<file path="src/rtl/mem_pkg.sv">
// Shared definitions for the MEM-stage data-memory access path.
package mem_pkg;

    localparam int BYTE_W = 8;
    localparam int HALF_W = 16;

    localparam logic [2:0] OP_LW  = 3'd0;
    localparam logic [2:0] OP_LH  = 3'd1;
    localparam logic [2:0] OP_LHU = 3'd2;
    localparam logic [2:0] OP_LB  = 3'd3;
    localparam logic [2:0] OP_LBU = 3'd4;
    localparam logic [2:0] OP_SW  = 3'd5;
    localparam logic [2:0] OP_SH  = 3'd6;
    localparam logic [2:0] OP_SB  = 3'd7;

    typedef enum logic {
        IDLE  = 1'b0,
        MERGE = 1'b1
    } state_t;

    // Word ops need a 4-byte boundary, half ops a 2-byte boundary, bytes always fit.
    function automatic logic is_aligned(input logic [2:0] op, input logic [1:0] lo);
        case (op)
            OP_LW, OP_SW:         is_aligned = (lo == 2'b00);
            OP_LH, OP_LHU, OP_SH: is_aligned = ~lo[0];
            default:              is_aligned = 1'b1;
        endcase
    endfunction

endpackage

</file>
<file path="src/rtl/load_ext.sv">
// Lane select and sign/zero extension for loads; the lane mask it also
// produces tells the store-merge path which bits a sub-word store replaces.
module load_ext
    import mem_pkg::*;
(
    input  logic [31:0] word,
    input  logic [2:0]  op,
    input  logic [1:0]  lane,
    output logic [31:0] data,
    output logic [31:0] lane_mask
);

    logic [31:0] byte_sh;
    logic [31:0] half_sh;
    logic [BYTE_W-1:0] byte_v;
    logic [HALF_W-1:0] half_v;

    // Shift the addressed lane down to bit 0 (little-endian lanes).
    always_comb begin
        byte_sh = word >> {lane, 3'b000};
        half_sh = word >> {lane[1], 4'b0000};
        byte_v  = byte_sh[BYTE_W-1:0];
        half_v  = half_sh[HALF_W-1:0];
    end

    // Extend the selected lane and build the in-word mask for that lane.
    always_comb begin
        data      = word;
        lane_mask = 32'hFFFF_FFFF;
        case (op)
            OP_LH: begin
                data      = {{HALF_W{half_v[HALF_W-1]}}, half_v};
                lane_mask = 32'h0000_FFFF << {lane[1], 4'b0000};
            end
            OP_LHU, OP_SH: begin
                data      = {{HALF_W{1'b0}}, half_v};
                lane_mask = 32'h0000_FFFF << {lane[1], 4'b0000};
            end
            OP_LB: begin
                data      = {{(32-BYTE_W){byte_v[BYTE_W-1]}}, byte_v};
                lane_mask = 32'h0000_00FF << {lane, 3'b000};
            end
            OP_LBU, OP_SB: begin
                data      = {{(32-BYTE_W){1'b0}}, byte_v};
                lane_mask = 32'h0000_00FF << {lane, 3'b000};
            end
            default: begin
                data      = word;
                lane_mask = 32'hFFFF_FFFF;
            end
        endcase
    end

endmodule

</file>
<file path="src/rtl/dm_access_ctrl.sv">
// MEM-stage controller in front of a word-only data memory: loads are
// one-cycle reads with registered extension, SW is a direct write, and
// SH/SB become a read cycle (with stall) followed by a merged-word write.
module dm_access_ctrl
    import mem_pkg::*;
#(
    parameter int ADDR_W = 32,
    parameter int DATA_W = 32
) (
    input  logic              clk,
    input  logic              reset,
    input  logic              req_valid,
    input  logic [2:0]        req_op,
    input  logic [ADDR_W-1:0] req_addr,
    input  logic [DATA_W-1:0] req_wdata,
    input  logic [31:0]       req_pc,
    output logic              stall_out,
    output logic              load_valid,
    output logic [DATA_W-1:0] load_data,
    output logic              misalign_err,
    output logic [ADDR_W-1:0] dm_a,
    output logic [DATA_W-1:0] dm_wd,
    output logic              dm_we,
    output logic              dm_re,
    output logic [31:0]       dm_pc,
    input  logic [DATA_W-1:0] dm_rd
);

    state_t            state, state_nxt;
    logic [DATA_W-1:0] merge_word, merge_nxt;
    logic [ADDR_W-1:0] held_addr;
    logic [31:0]       held_pc;
    logic [DATA_W-1:0] ext_data, lane_mask, st_rep;
    logic [ADDR_W-1:0] word_addr;
    logic              aligned, dm_we_raw;
    logic              go_load, go_rmw, go_mis;

    assign aligned   = is_aligned(req_op, req_addr[1:0]);
    assign word_addr = {req_addr[ADDR_W-1:2], 2'b00};

    load_ext u_load_ext (
        .word      (dm_rd),
        .op        (req_op),
        .lane      (req_addr[1:0]),
        .data      (ext_data),
        .lane_mask (lane_mask)
    );

    // Replicate the store datum across the word; the lane mask picks where it lands.
    always_comb begin
        st_rep    = (req_op == OP_SB) ? {4{req_wdata[BYTE_W-1:0]}} : {2{req_wdata[HALF_W-1:0]}};
        merge_nxt = (dm_rd & ~lane_mask) | (st_rep & lane_mask);
    end

    // Next state and DM-side outputs; MERGE ignores the held upstream request.
    always_comb begin
        state_nxt = state;
        dm_a      = '0;
        dm_wd     = '0;
        dm_re     = 1'b0;
        dm_we_raw = 1'b0;
        dm_pc     = '0;
        stall_out = 1'b0;
        go_load   = 1'b0;
        go_rmw    = 1'b0;
        go_mis    = 1'b0;
        case (state)
            IDLE: begin
                if (req_valid) begin
                    if (!aligned) begin
                        go_mis = 1'b1;
                    end else begin
                        case (req_op)
                            OP_LW, OP_LH, OP_LHU, OP_LB, OP_LBU: begin
                                dm_re   = 1'b1;
                                dm_a    = word_addr;
                                go_load = 1'b1;
                            end
                            OP_SW: begin
                                dm_we_raw = 1'b1;
                                dm_a      = req_addr;
                                dm_wd     = req_wdata;
                                dm_pc     = req_pc;
                            end
                            default: begin
                                dm_re     = 1'b1;
                                dm_a      = word_addr;
                                stall_out = 1'b1;
                                go_rmw    = 1'b1;
                                state_nxt = MERGE;
                            end
                        endcase
                    end
                end
            end
            MERGE: begin
                dm_we_raw = 1'b1;
                dm_a      = {held_addr[ADDR_W-1:2], 2'b00};
                dm_wd     = merge_word;
                dm_pc     = held_pc;
                state_nxt = IDLE;
            end
            default: state_nxt = IDLE;
        endcase
    end

    // Reset must be able to cancel a pending merge write in the same cycle.
    assign dm_we = dm_we_raw & ~reset;

    // State register.
    always_ff @(posedge clk) begin
        if (reset) state <= IDLE;
        else       state <= state_nxt;
    end

    // MEM/WB result registers and the RMW holding registers.
    always_ff @(posedge clk) begin
        if (reset) begin
            load_valid   <= 1'b0;
            load_data    <= '0;
            misalign_err <= 1'b0;
            merge_word   <= '0;
            held_addr    <= '0;
            held_pc      <= '0;
        end else begin
            load_valid   <= go_load;
            misalign_err <= go_mis;
            if (go_load) load_data <= ext_data;
            if (go_rmw) begin
                merge_word <= merge_nxt;
                held_addr  <= req_addr;
                held_pc    <= req_pc;
            end
        end
    end

endmodule

</file>
<file path="config.mk">
export PLATFORM = sky130hd
export DESIGN_NAME = dm_access_ctrl
export DESIGN_NICKNAME = d
export VERILOG_FILES = /design/src/rtl/mem_pkg.sv /design/src/rtl/load_ext.sv /design/src/rtl/dm_access_ctrl.sv
export SDC_FILE = /design/constraint.sdc
export NUM_CORES = 1
export LEC_CHECK = 0
export CORE_UTILIZATION = 40
export DETAILED_ROUTE_END_ITERATION = 8
export PLACE_DENSITY = 0.8
export SLEW_MARGIN = 20
export SYNTH_ARGS = -nofsm -noshare
export SYNTH_HDL_FRONTEND = slang
export SYNTH_SLANG_ARGS = --single-unit
export TNS_END_PERCENT = 5
</file>
<file path="constraint.sdc">
create_clock -name clk -period 4.7 [get_ports clk]
set_input_delay 0.94 -clock clk [delete_from_list [all_inputs] [get_ports clk]]
set_output_delay 0.94 -clock clk [all_outputs]
set_load 0.05 [all_outputs]
</file>
---- Yosys cells after proc, flatten, opt, wreduce, memory -nomap -nowiden ----
Index checks and enable logic that the tools add are counted.
word-level totals
  register bits ........................... 131
  input bits .............................. 134
  output and inout port bits .............. 133
  word-level logic and storage cells ...... 71
cells by class
  equality and inequality tests ........... 7
  shifts and indexed selects .............. 4
  mux-type cells .......................... 34
  bitwise operators ....................... 9
  reductions and logical operators ........ 10
operator list
  operator                                                                count
  32-bit 2-to-1 mux                                                       9
  32-bit case mux with 2 select lines                                     4
  32-bit case mux with 4 select lines                                     1
  32-bit AND                                                              2
  32-bit inverter                                                         1
  32-bit OR                                                               1
  16-bit by 5-bit left shift with 32-bit output (first input constant)    1
  8-bit by 5-bit left shift with 32-bit output (first input constant)     1
  32-bit by 5-bit >> shifter with 16-bit output                           1
  32-bit by 5-bit >> shifter with 8-bit output                            1
  1-bit 2-to-1 mux                                                        16
  3-bit equality test (second input constant)                             4
  3-bit OR reduction                                                      3
  3-bit by 2-bit equality test with 1-bit output (second input constant)  2
  1-bit case mux with 2 select lines                                      3
  2-bit OR reduction                                                      3
  6-bit OR reduction                                                      1
  5-bit OR reduction                                                      1
  1-bit inverter                                                          4
  3-bit by 1-bit equality test with 1-bit output (second input constant)  1
  3-bit zero test                                                         1
  2-bit zero test                                                         1
  2-bit 2-to-1 mux                                                        1
  1-bit AND                                                               1

---- Depth between registers and ports, before layout ----
  depth in word-level cells ............... 7
  depth in mapped cells ................... 9
  depth with buffers taken out ............ 5

---- Modules after synthesis ----
Synthesis repeated with hierarchy kept, for this count alone.
unflattened totals
  cell total of the unflattened synthesis .. 1059
  area total of the unflattened synthesis .. 7793.7 µm²
modules (own cells, without submodules)
  module          times used  cells an instance  area an instance (µm²)  sequential area each (µm²)
  dm_access_ctrl  1           835                6274.8                  2582.5
  load_ext        1           224                1519.0                  0.0

---- Least setup slack after synthesis ----
OpenSTA, ideal clock, no wires.
  kind .................................... input-to-output
  start ................................... in req_op[1]
  end ..................................... out dm_pc[10]
  arrival ................................. 3155 ps
  data required time ...................... 3760 ps
  slack ................................... 605 ps
  cell stages on the path ................. 9
  buffers on the path ..................... 4
  path through ............................ buf_6 > nor2b_1 > buf_4 > nand2_1 > nor4b_2 > buf_2 > buf_4 > nand2_1 > o21ai_0
between the ends
  word-level cells in the longest chain between the ends .. 6
  elaborated cells between the ends (all ways) .. 12
  classes of those cells .................. eq/ne: 4; mux: 5; reduce/logical: 3
RTL lines
  element                                                                    RTL line              text
  start, declared                                                            dm_access_ctrl.sv:13  input logic [2:0] req_op,
  3-bit by 1-bit equality test with 1-bit output (tied with other cells)     mem_pkg.sv:23         case (op)
  3-bit OR reduction (no line) / 2-bit OR reduction (equally long branches)  --
  1-bit case mux with 2 select lines                                         mem_pkg.sv:23
  32-bit 2-to-1 mux (*)                                                      dm_access_ctrl.sv:70  if (!aligned) begin
  32-bit 2-to-1 mux (*)                                                      dm_access_ctrl.sv:69  if (req_valid) begin
  32-bit case mux with 2 select lines (*)                                    dm_access_ctrl.sv:67  case (state)
  end, declared                                                              dm_access_ctrl.sv:25  output logic [31:0] dm_pc,
Every way passes the cells marked *; elsewhere a longest branch is shown, timed or not.

---- Worst setup path after layout ----
  start ................................... in req_op[2]
  end ..................................... out dm_pc[8]
The elaborated chain is that of the path after synthesis.

==> flow_summary.yaml <==
status:
  outcome: "complete, no violations"
placed_design:
  port_buffers: 264
  dp_hpwl_um: 17950
  gp_congestion: 0.9305
  dp.cells: 1384
floorplanning:
  die_w_um: 137.6
  row_count: 49
  die_h_um: 137.6
  coreArea_mm2: 0.01796
  ios: 267
  die_area_mm2: 0.01893
  start_util_pct: 40.93
critical_path:
  end_kind: "output port"
  slowest_delay_ns: 0.64
  path_buf_inv: 4
  crit_chain: "clkdlybuf4s50_1 -> buf_4 -> nand2_1 -> nor4b_4 -> buf_12 -> nand2_1 -> o21ai_0 -> buf_12"
  critPathMaxFanout: 65
  start_kind: "primary input"
  r2r_end: "merge_word[14]"
  path_class: "primary input to output port"
  r2r_start: "state"
  cp_top_family: "buffers and inverters"
  setup.worst_path.end: "dm_pc[8]"
  crit_required_ns: 3.76
  critPathArrivalTime_ns: 3.33
  cp.depth: 8
  r2r_cells: 6
  slowest_stage: "clkdlybuf4s50_1"
  r2r_slack_ns: 1.51
  crit_start: "req_op[2]"
cells_and_area:
  nets: 1308
  num-fill-cells: 1457
  synthToLayoutAreaGrowth_pct: 56.61
  final_cells: 1415
  antenna_cells: 0
  seq_area_mm2: 0.002586
  drive_gt1_share_pct: 16.53
  multi_input_area_mm2: 0.004309
sta:
  tightest_slew_ns: 1.041
  tns_ns: 0
  maxSlewHeadroom_pct: 30.22
  setup_viol: 0
  report.final.slew_viol_count: 0
  period_needed_ns: 4.269
  fin_skew_ns: 0.005176
  min_period_over_period_pct: 90.82
  max_freq_mhz: 234.3
  rsz0062_at_grt: "false"
  final_hold_viol_count: 0
clock_network:
  path_clk_slew_ns: 0.05
  cts_buffers: 17
  cts.sinks: 129
  holdBufCountCts: 0
  htreeDepth: 4
  clockBufferDepth: 2
  cts_root_buf: "clkbuf_16"
  insertion_delay_ns: 0.41
  post_cts_buffers: 0
  cts_resized: 0
  tritoncts: "done"
logic_synthesis:
  async_flop_share_pct: 0
  synthFlopType: "dfxtp_1"
  synth-edff-count: 0
  synthCells: 962
  yosysMostFrequentCell: "nand2_1"
  yosysWarnings: 0
  avgSynthCellArea_um2: 7.644
  ys_top_cells_by_area: "dfxtp_1 35%, nand2_1 14%, mux2i_1 7.5%"
  netlist_top_cells_count: "274 x nand2_1, 129 x dfxtp_1, 84 x o21ai_0"
  synth_top_area_share_pct: 35.12
  synth-seq-cells: 129
  synth_top_area_cell: "dfxtp_1"
  synthDistinctLibCells: 44
  ys_seq_area_share_pct: 35.12
  netlist_area_mm2: 0.007353
global_route:
  grt_usage_pct: 26.54
  grt_max_degree: 109
  antenna_found_initial: 0
  grt_pass1_wl_um: 38300
  grt_pass1_vias: 7106
  gr-total-overflow: 0
routing:
  dr.first_iter.drc_count: 620
  dr.pass1.iters: 5
  wire_per_inst_um: 17.98
  detail_route.vias_per_cell: 5.537
  vias: 7835
  ant_nets: 0
  routed_wirelength_um: 25450
  drc: 0
pwr:
  power.leakage_uw: 0.004214
  power_density_mw_per_mm2: 278.2
  ir_worst_vdd_v: 0.0002471
worst_hold_path:
  worstHoldPathType: "flop to flop"
run:
  cap_violations: 0
[metal layers]
| metal | global-route usage [%] | vias to the layer above | part of all wire [%] |
|---|---|---|---|
| met5 | 0 | - | 0 |
| met4 | 12.88 | 0 | 3.2 |
| met3 | 6.549 | 65 | 9.4 |
| met2 | 44.05 | 382 | 48 |
| met1 | 31.89 | 3640 | 39 |
| li1 | - | 3748 | - |
[sequential cells by signal, summed over array words and instances, names as in the netlist]
| name | cells |
|---|---|
| merge_word | 32 |
| state | 1 |
| misalign_err | 1 |
| load_data | 32 |
| held_addr | 30 |
| load_valid | 1 |
| held_pc | 32 |
[worst reg2reg max path, delay by kind of cell, from the launching register on]
kind                   cells  cell delay, ns
DFF                        1            0.61
AOI/OAI and AO/OA          2            0.52
buffers and inverters      2            0.82
and+or+nand+nor            2            1.15
[area by class of cell]
type | instances | share of cell area [%]
flip-flops and latches | 129 | 22.46
well taps | 229 | 2.488
repair buffers | 281 | 32.57
multi-input cells | 738 | 37.42
inverters | 7 | 0.2282
clock inverters | 10 | 0.7497
clock buffers | 21 | 4.085
[cell families after synthesis]
family,share of synthesized area (%)
buf+inv,6.602
compound gates,23.75
flops,35.12
simple gates,21.93
mux,12.54
other cells,0.05100
[power by group]
group / total, µW / internal [µW] / leakage [µW] / switching [µW]
clock: 1250 / 761 / 0.000270 / 492
sequential: 1170 / 1140 / 0.00105 / 30.7
combinational: 777 / 343 / 0.00289 / 434
total: 3200 / 2250 / 0.00421 / 957
[worst min-delay path by stage]
stage | startpoint | end | slack, ns | cells after the start
finish | held_pc[1] | held_pc[1] | 0.45 | 2
global route | held_pc[2] | held_pc[2] | 0.47 | 2
CTS | held_pc[19] | held_pc[19] | 0.45 | 2
detailed placement | held_pc[4] | held_pc[4] | 0.45 | 2
global placement | held_pc[22] | held_pc[22] | 0.44 | 2
floorplan | held_pc[0] | held_pc[0] | 0.44 | 2
[metrics by stage]
step / cell area (µm²) / power (µW) / setup slack [ns] / hold slack (ns) / util [%]
detailed placement: 10960 / 1968 / 0.4667 / 0.4467 / 61.01
finish: 11520 / 3204 / 0.4315 / 0.4527 / 64.11
global route: 11520 / 3316 / 0.3301 / 0.4682 / 64.11
global placement: 10960 / 1958 / 0.4911 / 0.4413 / 61.01
CTS: 11520 / 3221 / 0.4365 / 0.4540 / 64.11
floorplan: 7357 / 1629 / 0.6053 / 0.4366 / -
[layout by cell type (no fill, tap or decap), drive strengths merged, types with 3 or more instances in the layout]
master         count
inv                7
nand2            274
clkinv             6
a21oi             84
clkdlybuf4s50    166
clkbuf            21
mux4               8
o21a               3
o21ai             87
nand2b            11
nand3b            16
a22o              30
nor2              56
buf              115
a22oi              7
mux2i             55
dfxtp            129
nor3              17
clkinvlp           3
a211oi            37
mux2              17
o22ai             14
nor2b              4
(Power assumes the default switching activity.)
